==> config.mk <==
export PLATFORM = sky130hd
export DESIGN_NAME = ad9643_spi_cfg
export DESIGN_NICKNAME = d
export VERILOG_FILES = /design/src/rtl/ad9643_spi_pkg.sv /design/src/rtl/ad9643_spi_shift.sv /design/src/rtl/ad9643_spi_cfg.sv
export SDC_FILE = /design/constraint.sdc
export NUM_CORES = 1
export LEC_CHECK = 0
export CAP_MARGIN = 10
export CORE_ASPECT_RATIO = 1.75
export CORE_MARGIN = 1
export CORE_UTILIZATION = 50
export DETAILED_ROUTE_END_ITERATION = 12
export DONT_BUFFER_PORTS = 1
export PLACE_DENSITY = 0.71
export SLEW_MARGIN = 20
export SYNTH_ARGS = -nofsm -noshare
export SYNTH_HDL_FRONTEND = slang
export SYNTH_SLANG_ARGS = --single-unit
==> constraint.sdc <==
create_clock -name clk -period 3.02 [get_ports clk]
set_input_delay 0.604 -clock clk [delete_from_list [all_inputs] [get_ports clk]]
set_output_delay 0.604 -clock clk [all_outputs]
set_load 0.01 [all_outputs]
==> src/rtl/ad9643_spi_pkg.sv <==
// ad9643_spi_pkg: register constants, frame layout, FSM encodings and the power-up register table.
// Rev 1.0
`default_nettype none

package ad9643_spi_pkg;

  localparam logic [12:0] CHIP_ID     = 13'h001;
  localparam logic [12:0] TRANSFER    = 13'h0FF;
  localparam logic [7:0]  CHIP_ID_VAL = 8'h82;

  typedef struct packed {
    logic        rw;
    logic [1:0]  w;
    logic [12:0] addr;
    logic [7:0]  data;
  } frame_t;

  typedef enum logic [2:0] {
    ENG_IDLE  = 3'd0,
    ENG_SETUP = 3'd1,
    ENG_SHIFT = 3'd2,
    ENG_HOLD  = 3'd3,
    ENG_GAP   = 3'd4
  } eng_state_t;

  typedef enum logic [2:0] {
    SEQ_INIT_ID   = 3'd0,
    SEQ_INIT_TBL  = 3'd1,
    SEQ_INIT_XFER = 3'd2,
    SEQ_IDLE      = 3'd3,
    SEQ_HOST      = 3'd4
  } seq_state_t;

  // Returns {addr, data}; entries past the populated range are harmless zero writes.
  function automatic logic [20:0] init_entry(input logic [4:0] idx);
    logic [20:0] e;
    case (idx)
      5'd0:    e = {13'h008, 8'h00};
      5'd1:    e = {13'h014, 8'h01};
      5'd2:    e = {13'h015, 8'h22};
      5'd3:    e = {13'h016, 8'h00};
      5'd4:    e = {13'h017, 8'h00};
      5'd5:    e = {13'h018, 8'h04};
      5'd6:    e = {13'h00B, 8'h00};
      5'd7:    e = {13'h00D, 8'h00};
      default: e = '0;
    endcase
    return e;
  endfunction

endpackage

`default_nettype wire

==> src/rtl/ad9643_spi_shift.sv <==
// ad9643_spi_shift: 24-bit 3-wire SPI bit engine (SETUP, SHIFT, HOLD, GAP).
// Rev 1.0
`default_nettype none

module ad9643_spi_shift
  import ad9643_spi_pkg::*;
#(
  parameter int CLK_DIV = 4
) (
  input  logic       clk,
  input  logic       rst,
  input  logic       start,
  input  frame_t     frame,
  input  logic       is_read,
  output logic       busy,
  output logic       done,
  output logic [7:0] rdata,
  output logic       sclk,
  output logic       csb,
  output logic       sdio_o,
  output logic       sdio_oe,
  input  logic       sdio_i
);

  localparam int            DW      = $clog2(CLK_DIV);
  localparam logic [DW-1:0] DIV_MAX = DW'(CLK_DIV - 1);

  eng_state_t    state, state_nxt;
  logic [DW-1:0] div_cnt;
  logic [4:0]    bit_cnt;
  logic [23:0]   tx;
  logic          rd;
  logic          half_end;

  assign half_end = (div_cnt == DIV_MAX);
  assign busy     = (state != ENG_IDLE);
  assign done     = (state == ENG_HOLD) && half_end;

  always_comb begin
    state_nxt = state;
    case (state)
      ENG_IDLE:  if (start) state_nxt = ENG_SETUP;
      ENG_SETUP: if (half_end) state_nxt = ENG_SHIFT;
      ENG_SHIFT: if (half_end && sclk && bit_cnt == 5'd0) state_nxt = ENG_HOLD;
      ENG_HOLD:  if (half_end) state_nxt = ENG_GAP;
      ENG_GAP:   if (half_end) state_nxt = ENG_IDLE;
      default:   state_nxt = ENG_IDLE;
    endcase
  end

  always_ff @(posedge clk) begin
    if (rst) begin
      state   <= ENG_IDLE;
      div_cnt <= '0;
      bit_cnt <= 5'd23;
      tx      <= '0;
      rd      <= 1'b0;
      rdata   <= 8'h00;
      sclk    <= 1'b0;
      csb     <= 1'b1;
      sdio_o  <= 1'b0;
      sdio_oe <= 1'b1;
    end else begin
      state   <= state_nxt;
      div_cnt <= (state == ENG_IDLE || half_end) ? '0 : div_cnt + 1'b1;
      case (state)
        ENG_IDLE: begin
          if (start) begin
            csb     <= 1'b0;
            sdio_o  <= frame[23];
            tx      <= {frame[22:0], 1'b0};
            sdio_oe <= 1'b1;
            rd      <= is_read;
            bit_cnt <= 5'd23;
          end
        end
        ENG_SHIFT: begin
          if (half_end) begin
            if (!sclk) begin
              sclk <= 1'b1;
              if (rd && bit_cnt <= 5'd7) rdata <= {rdata[6:0], sdio_i};
            end else begin
              sclk <= 1'b0;
              if (bit_cnt != 5'd0) begin
                bit_cnt <= bit_cnt - 5'd1;
                sdio_o  <= tx[23];
                tx      <= {tx[22:0], 1'b0};
                // Turn the line around once the last address bit is out.
                if (rd && bit_cnt == 5'd8) sdio_oe <= 1'b0;
              end
            end
          end
        end
        ENG_HOLD: begin
          if (half_end) begin
            csb     <= 1'b1;
            sdio_oe <= 1'b1;
            sdio_o  <= 1'b0;
          end
        end
        default: ;
      endcase
    end
  end

endmodule

`default_nettype wire

==> src/rtl/ad9643_spi_cfg.sv <==
// ad9643_spi_cfg: AD9643 power-up configuration sequencer plus host register access port.
// Rev 1.0
`default_nettype none

module ad9643_spi_cfg
  import ad9643_spi_pkg::*;
#(
  parameter int CLK_DIV = 4,
  parameter int N_INIT  = 8
) (
  input  logic        clk,
  input  logic        rst,
  input  logic        req_valid,
  output logic        req_ready,
  input  logic        req_rw,
  input  logic [12:0] req_addr,
  input  logic [7:0]  req_wdata,
  output logic        rsp_valid,
  output logic [7:0]  rsp_rdata,
  output logic        init_done,
  output logic        id_err,
  output logic        sclk,
  output logic        csb,
  output logic        sdio_o,
  output logic        sdio_oe,
  input  logic        sdio_i
);

  seq_state_t state, state_nxt;
  logic [4:0] init_idx;
  logic       host_rw;
  logic       idle_seen;
  logic       start, busy, done, is_read, accept, last_tbl;
  logic [7:0] eng_rdata;
  frame_t     frame;

  assign last_tbl  = (({1'b0, init_idx} + 6'd1) == 6'(N_INIT));
  assign req_ready = (state == SEQ_IDLE) && !busy;
  assign accept    = req_ready && req_valid;
  assign init_done = idle_seen || req_ready;

  // Host frames launch in the acceptance cycle, straight from the request fields.
  always_comb begin
    state_nxt = state;
    frame     = '0;
    is_read   = 1'b0;
    start     = 1'b0;
    case (state)
      SEQ_INIT_ID: begin
        frame.rw   = 1'b1;
        frame.addr = CHIP_ID;
        is_read    = 1'b1;
        start      = !busy;
        if (done) state_nxt = (N_INIT == 0) ? SEQ_INIT_XFER : SEQ_INIT_TBL;
      end
      SEQ_INIT_TBL: begin
        {frame.addr, frame.data} = init_entry(init_idx);
        start = !busy;
        if (done && last_tbl) state_nxt = SEQ_INIT_XFER;
      end
      SEQ_INIT_XFER: begin
        frame.addr = TRANSFER;
        frame.data = 8'h01;
        start      = !busy;
        if (done) state_nxt = SEQ_IDLE;
      end
      SEQ_IDLE: begin
        frame.rw   = req_rw;
        frame.addr = req_addr;
        frame.data = req_rw ? 8'h00 : req_wdata;
        is_read    = req_rw;
        start      = accept;
        if (accept) state_nxt = SEQ_HOST;
      end
      SEQ_HOST: if (done) state_nxt = SEQ_IDLE;
      default:  state_nxt = SEQ_IDLE;
    endcase
  end

  always_ff @(posedge clk) begin
    if (rst) begin
      state     <= SEQ_INIT_ID;
      init_idx  <= 5'd0;
      host_rw   <= 1'b0;
      idle_seen <= 1'b0;
      rsp_valid <= 1'b0;
      rsp_rdata <= 8'h00;
      id_err    <= 1'b0;
    end else begin
      state     <= state_nxt;
      rsp_valid <= 1'b0;
      idle_seen <= idle_seen || req_ready;
      if (accept) host_rw <= req_rw;
      if (done) begin
        case (state)
          SEQ_INIT_ID:  if (eng_rdata != CHIP_ID_VAL) id_err <= 1'b1;
          SEQ_INIT_TBL: init_idx <= init_idx + 5'd1;
          SEQ_HOST: begin
            rsp_valid <= 1'b1;
            rsp_rdata <= host_rw ? eng_rdata : 8'h00;
          end
          default: ;
        endcase
      end
    end
  end

  ad9643_spi_shift #(.CLK_DIV(CLK_DIV)) u_shift (
    .clk     (clk),
    .rst     (rst),
    .start   (start),
    .frame   (frame),
    .is_read (is_read),
    .busy    (busy),
    .done    (done),
    .rdata   (eng_rdata),
    .sclk    (sclk),
    .csb     (csb),
    .sdio_o  (sdio_o),
    .sdio_oe (sdio_oe),
    .sdio_i  (sdio_i)
  );

endmodule

`default_nettype wire
-- After elaboration in Yosys (flattened, before gate mapping)
Memory sizes are Yosys's and may differ from the RTL's. A register that Yosys moved wholly into a read port is not among the register bits.
Index checks and enable logic that the tools add are counted.
Widths: inputs -> output; s select.
- add/sub/neg operators: 4
- magnitude comparators: 1
- reductions and logical operators: 36
- equal/unequal tests: 25
- mux-type cells: 47
- bitwise operators: 2
- operators with widths (kind ; count):
    $mux 24 ; 4
    $pmux 13 s4 ; 1
    $pmux 24 s2 ; 1
    $mux 3 ; 11
    $pmux 8 s3 ; 1
    $mux 21 ; 1
    $mux 5 ; 4
    $ne 2x1->1 const B ; 9
    $mux 8 ; 2
    $pmux 3 s5 ; 1
    $mux 1 ; 14
    $eq 3x2->1 const B ; 4
    $pmux 3 s4 ; 1
    $pmux 5 s2 ; 1
    $reduce_and 5->1 ; 2
    $logic_and 1x1->1 ; 8
    $ne 2x2->1 const B ; 4
    $ne 8x8->1 const B ; 1
    $reduce_and 2->1 ; 4
    $reduce_and 4->1 ; 2
    $reduce_and 7->1 ; 1
    $add 5x1->6 const B ; 1
    $eq 3x1->1 const B ; 2
    $eq 3x3->1 const B ; 2
    other kinds (22) ; 33
- memories kept: 1
- output and inout bits: 16
- input bits: 26
- ROM bits: 72
- logic and storage cells: 133
- bits in registers: 67
- memory list (memory ; words ; width ; read ports ; clocked after memory_dff ; wr ports ; RTL line ; RTL):
    (no name shown) ; 8 ; 9 ; 1 ; 1 ; 0 ; ad9643_spi_pkg.sv:37 ; case (idx)

-- Longest topological paths before layout
Gate-level depths: netlist of the first run.
- depth after elaboration: 7
- depth in mapped cells: 12
- mapped depth without buffers: 9

-- Cells and area by module
A second synthesis of the first run with hierarchy kept.
- cells, all modules: 415
- area total of the unflattened synthesis: 3762.4 µm²
- modules (own cells, without submodules) (module ; seq. area each (µm²) ; cells each ; area each (µm²) ; times used):
    ad9643_spi_shift ; 920.9 ; 225 ; 2178.3 ; 1
    ad9643_spi_cfg ; 560.5 ; 190 ; 1584.0 ; 1

-- Worst setup path after synthesis of the first run
No wires, ideal clock.
- kind: register -> register
- start point: reg u_shift.div_cnt[0]
- end point: reg with a tool-made name
- data required time: 2.901 ns
- arrival time: 2.105 ns
- setup slack: 0.795 ns
- stages on the path, launching flop included: 13
- period minus slack after synthesis: 2.225 ns
- path buffers: 3
- library setup time: 0.119 ns
- cells stage by stage: dfxtp_1 > ha_1 > buf_2 > and4b_1 > buf_4 > and2_1 > buf_4 > xnor2_1 > nor2_1 > inv_1 > ha_1 > and2_1 > o21bai_1
- RTL lines (element ; RTL line ; RTL):
    start, declared ; ad9643_spi_shift.sv:29 ; logic [DW-1:0] div_cnt;
    start signal, assigned ; ad9643_spi_shift.sv:65 ; div_cnt <= (state == ENG_IDLE || half_end) ? '0 : div_cnt + 1'b1;

-- Final worst setup path of the first run
- start point: reg state[1]
- end point: out init_done
- cells in the longest elaborated chain, start to end: 3
- ends and longest elaborated chain (element ; RTL line ; RTL):
    start, declared ; ad9643_spi_cfg.sv:29 ; seq_state_t state, state_nxt;
    start signal, assigned ; ad9643_spi_cfg.sv:90 ; state <= state_nxt;
    $eq 3x2->1 ; ad9643_spi_cfg.sv:38 ; assign req_ready = (state == SEQ_IDLE) && !busy;
    $logic_and 1x1->1 ; ad9643_spi_cfg.sv:38 ;
    named net req_ready ; ad9643_spi_cfg.sv:14 ; output logic req_ready,
    $logic_or 1x1->1 ; ad9643_spi_cfg.sv:40 ; assign init_done = idle_seen || req_ready;
    end, declared ; ad9643_spi_cfg.sv:20 ; output logic init_done,
The timed path passes the listed nets, and every way through them passes these cells.

==> run_results.csv, run 1 <==
group,metric,value,unit
setup_path,required,2.42,ns
synth,yosysTopAreaCellShare,43.5,%
setup_path,crit_slowest_cell,"nor2b_1",
setup_path,ff2ff_setup_slack,0.70,ns
global_route,grt_pass1_wl,12.0,mm
clock_network,cts_buffers,9,
die,core.rowCount,39,
synth,synth_area_leaders,"dfxtp_1 (43%), nor2_1 (6.6%), ha_1 (4.0%)",
die,initial_utilization,52.1,%
synth,ys_seq_area_share,43.5,%
routing,wire_per_inst,15.4,µm
synth,synth_common_cells,"dfxtp_1 (74), nor2_1 (60), nor3_1 (21), a21oi_1 (20), nand2_1 (18)",
layout,fillerInstances,599,
job,maxCapViolCount,0,
outcome,status,"finished, final reports clean",
clock_network,insertion_delay,0.33,ns
layout,drive_gt1_share,9.57,%
hold_path,hold_start,"rst",
timing,slew-limit-headroom,46.4,%
synth,synth.avg_cell_area,8.92,µm²
die,die_y,111,µm
timing,setup_viol,0,
synth,ys_seq_elements,74,
placement,portBuffers,0,
setup_path,cp_max_fo,10,
routing,drc,0,
clock_network,cts_setup_buffers,0,
setup_path,start_kind,"register",
global_route,grt_remaining_overflow,0,
power,total_power,2.07,mW
clock_network,cts_tree,"done",
power,ir_worst_vdd,0.000430,V
setup_path,max_stage_delay,0.58,ns
synth,synth_nets,419,
timing,finalCritPeriodShare,85.4,%
layout,antenna_cells,0,
setup_path,worstPathArrival,1.97,ns
timing,hold_slack,0.340,ns
synth,synthCells,382,
global_route,grt_max_degree,58,
die,fp.dieArea,7160,µm²
timing,fin_setup_tns,0,ns
global_route,gr-usage-all-layers,21.7,%
setup_path,reg2reg_depth,9,
synth,netlist-cell-type-count,55,
routing,postRouteAntennaNets,0,
timing,finClkSkew,0.00420,ns
setup_path,crit_family,"simple AND/OR/NAND/NOR gates",
setup_path,critical_path_class,"register to output port",
clock_network,clock-sinks,74,
placement,gp_congestion,0.832,
timing,period_needed,2.58,ns
global_route,antenna_found_initial,0,
hold_path,min_path_type,"input port to register",
timing,tightest_slew,0.800,ns
setup_path,worstPathCellList,"nor2b_1, and3_1, or2_2",
routing,dr.pass1.iters,7,
power,power_density,561,nW/µm²
timing,fmax,0.388,GHz
synth,synth_edf_count,0,
timing,slew_violations,0,
clock_network,cts-htree-levels,3,
layout,nets,408,
synth,synth-async-reset-ratio,0,%
synth,netlist_area,3410,µm²
die,io_pins,42,
die,coreArea,6540,µm²
routing,wl,7.07,mm
clock_network,clk_path_buf_depth,2,
clock_network,clk_pin_slew,0.06,ns
clock_network,cts_resized,0,
power,p_leak,1.44,nW
clock_network,cts_root_buf,"clkbuf_16",
routing,drt_iter0_markers,199,
timing,rsz0062_at_grt,"no",
synth,ys.flop_type,"dfxtp_1",
synth,synth_most_common_cell,"dfxtp_1",
placement,dp_hpwl,4.88,mm
global_route,grt_pass1_vias,2592,
setup_path,cp-end-kind,"output port",
setup_path,path_buf_inv,0,
hold_path,hold_end,"u_shift.rdata[6]$_SDFFE_PP0P_",
synth,ys_warn_count,0,
hold_path,hold_depth,1,
die,die_w,64.4,µm
layout,area_growth,8.41,%
synth,yosysTopAreaCell,"dfxtp_1",
timing,hold_viol_final,0,
clock_network,ctsHoldBuffers,0,
routing,vias,2720,
routing,vias_per_cell,5.94,
setup_path,timing.rr.start,"u_shift.div_cnt[0]$_SDFF_PP0_",
==> how the worst max path moves through the flow <==
stage | depth (start not counted) | start | to
after detailed placement | 9 | u_shift.div_cnt[0]$_SDFF_PP0_ | register
after global placement | 9 | u_shift.div_cnt[0]$_SDFF_PP0_ | register
after CTS | 3 | state[1]$_SDFFE_PP0P_ | init_done
after floorplan | 12 | u_shift.div_cnt[0]$_SDFF_PP0_ | register
after global routing | 3 | state[1]$_SDFFE_PP0P_ | init_done
final | 3 | state[1]$_SDFFE_PP0P_ | init_done
==> logic make-up after synthesis <==
kind of cell	share of synthesized area [%]
xor+xnor	2.06
simple gates	23.6
compound gates	17.5
buf+inv	5.44
fa+ha+maj	4.04
flops	43.5
mux	3.86
==> stage by stage <==
step | setup slack, ns | cells | instance area (µm²) | util, %
final | 0.441 | 458 | 3690 | 56.5
after global routing | 0.316 | 458 | 3690 | 56.5
after CTS | 0.451 | 458 | 3690 | 56.5
after detailed placement | 0.689 | 442 | 3410 | 52.2
after global placement | 0.783 | 442 | 3410 | 52.2
after floorplan | 0.795 | 382 | 3410 | -
==> cells in the final DEF (no fill, tap or decap), types with 3 or more instances in the layout <==
cell type	Yosys	routed
nand3b_1	3	3
clkbuf_16	0	9
xor2_1	7	7
mux2i_1	12	12
a31oi_1	3	3
and2_1	4	4
ha_1	11	11
a211oi_1	8	8
nand2_1	18	18
nand4_1	3	3
inv_1	10	10
nor4b_1	3	3
buf_4	7	6
a32oi_1	4	4
or2_2	3	3
o31ai_1	3	3
nor2b_1	3	3
nor3_1	21	21
a221oi_1	9	9
o21ai_0	13	13
nor2_1	60	60
a211oi_2	5	5
a21oi_1	20	20
dfxtp_1	74	74
nand3_1	11	11
and3_1	3	3
a22o_1	8	8
==> worst reg2reg max path, cell delays in order (launching register included) <==
cell	delay (ns)
dfxtp_1	0.33
ha_1	0.36
and4b_1	0.29
and2_1	0.26
mux2i_1	0.15
nor2_1	0.27
inv_1	0.13
ha_1	0.29
nor2_1	0.10
a21oi_1	0.04
==> layer usage <==
metal,up-vias,share of wire (%),global-route usage [%]
met2,65,51,36.2
li1,1350,-,-
met4,0,1.9,12.0
met1,1295,42,24.4
met5,-,0,0
met3,10,5.2,5.86
==> area by class of cell <==
cell class,count,area (µm²),area share (%)
Clock buffer,11,243,6.57
Multi-Input combinational cell,270,1740,47.2
Timing Repair Buffer,6,45.0,1.22
Sequential cell,74,1480,40.1
Inverter,10,37.5,1.02
Tap cell,82,103,2.78
Clock inverter,5,38.8,1.05
==> power breakdown <==
group	total (mW)	switching [mW]	internal [mW]	leakage, nW
Clock	0.987	0.405	0.582	0.136
Sequential	1.01	0.0158	0.998	0.602
Combinational	0.0694	0.0395	0.0299	0.706
No activity file was read; power rests on OpenSTA's default activity.
==> inputs of run 2 (changes only) <==
--- a/config.mk
+++ b/config.mk
@@ -9,6 +9,7 @@
 export CORE_ASPECT_RATIO = 1.75
 export CORE_MARGIN = 1
 export CORE_UTILIZATION = 50
+export CTS_BUF_LIST = sky130_fd_sc_hd__clkbuf_16
 export DETAILED_ROUTE_END_ITERATION = 12
 export DONT_BUFFER_PORTS = 1
 export PLACE_DENSITY = 0.71
==> constraint.sdc (replaced) <==
create_clock -name clk -period 2.4 [get_ports clk]
set_input_delay 0.48 -clock clk [delete_from_list [all_inputs] [get_ports clk]]
set_output_delay 0.48 -clock clk [all_outputs]
set_load 0.01 [all_outputs]
==> run_results.csv, run 2 (synthesis gave the netlist of run 1 again) <==
group,metric,value,unit
outcome,status,"finished, final reports clean",
global_route,gr-usage-all-layers,21.6,%
layout,antenna_cells,0,
routing,wire_per_inst,15.3,µm
layout,drive_gt1_share,11.4,%
timing,finalCritPeriodShare,93.4,%
clock_network,insertion_delay,0.34,ns
routing,vias_per_cell,5.76,
die,core.rowCount,39,
clock_network,cts_tree,"done",
layout,layout.cells.non_filler,467,
placement,portBuffers,0,
timing,slew_violations,0,
setup_path,worstPathArrival,1.76,ns
timing,rsz0062_at_grt,"no",
placement,gp_congestion,0.808,
setup_path,start_kind,"register",
timing,fmax,0.446,GHz
timing,tightest_slew,0.702,ns
clock_network,cts_root_buf,"clkbuf_16",
clock_network,clk_path_buf_depth,2,
hold_path,hold_depth,1,
routing,drc,0,
clock_network,clock-sinks,74,
timing,setup_viol,0,
timing,slew-limit-headroom,53.2,%
global_route,antenna_found_initial,0,
layout,area_growth,12.3,%
routing,postRouteAntennaNets,0,
placement,dp_hpwl,5.06,mm
layout,nets,417,
global_route,grt_pass1_wl,12.0,mm
global_route,grt_max_degree,58,
hold_path,min_path_type,"input port to register",
routing,drt_iter0_markers,96,
power,p_leak,1.52,nW
die,coreArea,6540,µm²
die,die_y,111,µm
clock_network,cts_buffers,9,
placement,place_inst,451,
job,maxCapViolCount,0,
setup_path,critical_path_class,"register to output port",
routing,dr.pass1.iters,4,
setup_path,cp-end-kind,"output port",
clock_network,cts_setup_buffers,0,
layout,final_common_cell,"dfxtp_1",
setup_path,reg2reg_depth,8,
routing,wl,7.16,mm
clock_network,cts_resized,0,
die,io_pins,42,
global_route,grt_pass1_vias,2690,
global_route,grt_remaining_overflow,0,
setup_path,cp_max_fo,15,
setup_path,required,1.92,ns
timing,finClkSkew,0.00292,ns
power,power_density,748,nW/µm²
routing,vias,2691,
die,die_w,64.4,µm
layout,layout_common_cells,"dfxtp_1 (74), nor2_1 (60), nor3_1 (21)",
timing,period_needed,2.24,ns
die,initial_utilization,52.1,%
power,ir_worst_vdd,0.000468,V
power,total_power,2.86,mW
timing,fin_setup_tns,0,ns
timing,hold_viol_final,0,
die,fp.dieArea,7160,µm²
clock_network,ctsHoldBuffers,0,
clock_network,clk_pin_slew,0.05,ns
clock_network,cts-htree-levels,3,
-- run 2: metrics by stage --
stage / instance area [µm²] / hold slack [ns] / setup WS [ns] / util, %
after floorplan: 3410 / 0.405 / 0.175 / -
final: 3820 / 0.211 / 0.159 / 58.5
after detailed placement: 3490 / 0.420 / 0.251 / 53.4
after global routing: 3820 / 0.201 / 0.0649 / 58.5
after CTS: 3820 / 0.201 / 0.160 / 58.5
after global placement: 3490 / 0.413 / 0.343 / 53.4
-- run 2: worst paths after layout --
path | start | end | slack, ns
setup / recovery | state[2]$_SDFFE_PP0P_ | init_done | 0.16
hold / removal | rst | u_shift.rdata[6]$_SDFFE_PP0P_ | 0.21
setup reg to reg | u_shift.state[2]$_SDFFE_PP0P_ | register | 0.25
hold reg to reg | u_shift.div_cnt[0]$_SDFF_PP0_ | u_shift.div_cnt[0]$_SDFF_PP0_ | 0.42
-- run 2: metal layers --
layer | global-route usage, % | part of all wire (%)
met5 | 0 | 0
met4 | 10.5 | 2.5
met3 | 7.20 | 5.7
met2 | 37.0 | 51
met1 | 23.2 | 40
-- run 2: cell type report --
type	instances	area [µm²]
Sequential cell	74	1480
Multi-Input combinational cell	270	1740
Timing Repair Buffer	15	125
Inverter	10	37.5
Clock buffer	9	225
Clock inverter	7	108
Tap cell	82	103
Fill cell	590	2720
-- run 2: power by group --
group / total, mW / internal [mW] / switching, mW
sequential: 1.27 / 1.26 / 0.0170
clock: 1.49 / 1.00 / 0.488
combinational: 0.0966 / 0.0443 / 0.0523
-- run 2: worst max-delay path: stages (launching register included) --
cell,delay [ns]
dfxtp_1,0.36
buf_4,0.23
nor2b_1,0.06
buf_4,0.17
and3_1,0.26
or2_2,0.35
==> inputs of run 3 (changes only) <==
--- a/config.mk
+++ b/config.mk
@@ -13,6 +13,7 @@
 export DETAILED_ROUTE_END_ITERATION = 12
 export DONT_BUFFER_PORTS = 1
 export PLACE_DENSITY = 0.71
+export RECOVER_POWER = 50
 export SLEW_MARGIN = 20
 export SYNTH_ARGS = -nofsm -noshare
 export SYNTH_HDL_FRONTEND = slang
==> run_results.csv, run 3 (synthesis gave the netlist of run 1 again) <==
group,metric,value,unit
setup_path,critical_path_class,"register to output port",
layout,fillerInstances,595,
timing,rsz0062_at_grt,"no",
timing,hold_viol_final,0,
routing,drt_iter0_markers,110,
clock_network,cts_resized,0,
timing,setup_viol,0,
layout,layout_common_cells,"dfxtp_1 (74), nor2_1 (60), nor3_1 (21)",
routing,vias_per_cell,5.76,
timing,slew_violations,0,
layout,final_common_cell,"dfxtp_1",
layout,drive_gt1_share,10.6,%
clock_network,ctsHoldBuffers,0,
hold_path,min_path_type,"input port to register",
die,io_pins,42,
placement,dp_hpwl,5.06,mm
routing,postRouteAntennaNets,0,
die,initial_utilization,52.1,%
die,fp.dieArea,7160,µm²
global_route,grt_pass1_wl,12.0,mm
global_route,grt_remaining_overflow,0,
timing,fmax,0.449,GHz
global_route,grt_pass1_vias,2690,
clock_network,cts_tree,"done",
power,ir_worst_vdd,0.000469,V
power,power_density,751,nW/µm²
routing,wl,7.18,mm
global_route,antenna_found_initial,0,
timing,tightest_slew,0.700,ns
power,p_leak,1.51,nW
global_route,gr-usage-all-layers,21.6,%
die,core.rowCount,39,
setup_path,worstPathArrival,1.75,ns
clock_network,clock-sinks,74,
timing,slew-limit-headroom,53.3,%
clock_network,cts_root_buf,"clkbuf_16",
clock_network,insertion_delay,0.34,ns
timing,finalCritPeriodShare,92.8,%
routing,dr.pass1.iters,4,
layout,nets,417,
routing,wire_per_inst,15.4,µm
power,total_power,2.86,mW
setup_path,start_kind,"register",
routing,vias,2691,
die,die_y,111,µm
clock_network,clk_pin_slew,0.05,ns
clock_network,cts_buffers,9,
setup_path,cp_max_fo,15,
setup_path,cp-end-kind,"output port",
die,coreArea,6540,µm²
clock_network,clk_path_buf_depth,2,
timing,finClkSkew,0.00329,ns
outcome,status,"finished, final reports clean",
clock_network,cts-htree-levels,3,
clock_network,cts_setup_buffers,0,
placement,portBuffers,0,
timing,period_needed,2.23,ns
die,die_w,64.4,µm
routing,drc,0,
layout,antenna_cells,0,
global_route,grt_max_degree,58,
layout,area_growth,11.7,%
job,maxCapViolCount,0,
timing,fin_setup_tns,0,ns
setup_path,required,1.92,ns
placement,gp_congestion,0.808,
## run 3: cell count changes in the layout (fill, tap and decap cells not counted)
cell | before | now
and2_0 | 0 | 2
and2_1 | 4 | 2
buf_4 | 14 | 12
clkbuf_1 | 0 | 2
nor3b_1 | 1 | 2
nor3b_4 | 1 | 0
## run 3: cell type report
class | count | area (µm²) | area share [%]
Clock buffer | 9 | 225 | 5.92
Clock inverter | 7 | 108 | 2.83
Inverter | 10 | 37.5 | 0.987
Multi-Input combinational cell | 270 | 1730 | 45.5
Sequential cell | 74 | 1480 | 38.9
Tap cell | 82 | 103 | 2.70
Timing Repair Buffer | 15 | 118 | 3.09
## run 3: final timing paths
check                                                   start  slack (ns)  cells after the start                             to
worst max-delay path                    state[2]$_SDFFE_PP0P_        0.17                      5                      init_done
worst min-delay path                                      rst        0.21                      1  u_shift.rdata[6]$_SDFFE_PP0P_
worst max register to register  u_shift.state[2]$_SDFFE_PP0P_        0.18                      8                       register
worst min register to register  u_shift.div_cnt[0]$_SDFF_PP0_        0.42                      1  u_shift.div_cnt[0]$_SDFF_PP0_
## run 3: per-layer routing
layer	vias to the layer above	global-route usage (%)	share of wire, %
met5	-	0	0
met4	0	10.5	2.5
met3	14	7.20	6.0
met2	60	37.0	51
met1	1252	23.2	40
li1	1365	-	-
## run 3: worst max-delay path, stage by stage (launching register included)
cell,delay (ns)
dfxtp_1,0.36
buf_4,0.22
nor2b_1,0.06
buf_4,0.16
and3_1,0.26
or2_2,0.35
## run 3: metrics by stage
| stage | setup WS, ns | utilization (%) | hold slack (ns) | instance area, µm² | instances |
|---|---|---|---|---|---|
| finish | 0.172 | 58.2 | 0.211 | 3800 | 467 |
| floorplan | 0.175 | - | 0.405 | 3410 | 382 |
| global placement | 0.343 | 53.4 | 0.413 | 3490 | 451 |
| detailed placement | 0.251 | 53.4 | 0.420 | 3490 | 451 |
| global route | 0.0498 | 58.2 | 0.201 | 3800 | 467 |
| CTS | 0.160 | 58.5 | 0.201 | 3820 | 467 |
## run 3: power breakdown
group          switching (mW)  internal (mW)  total, mW
logic                  0.0523         0.0431     0.0954
clock network           0.488           1.00       1.49
registers              0.0169           1.26       1.27
total                   0.558           2.30       2.86
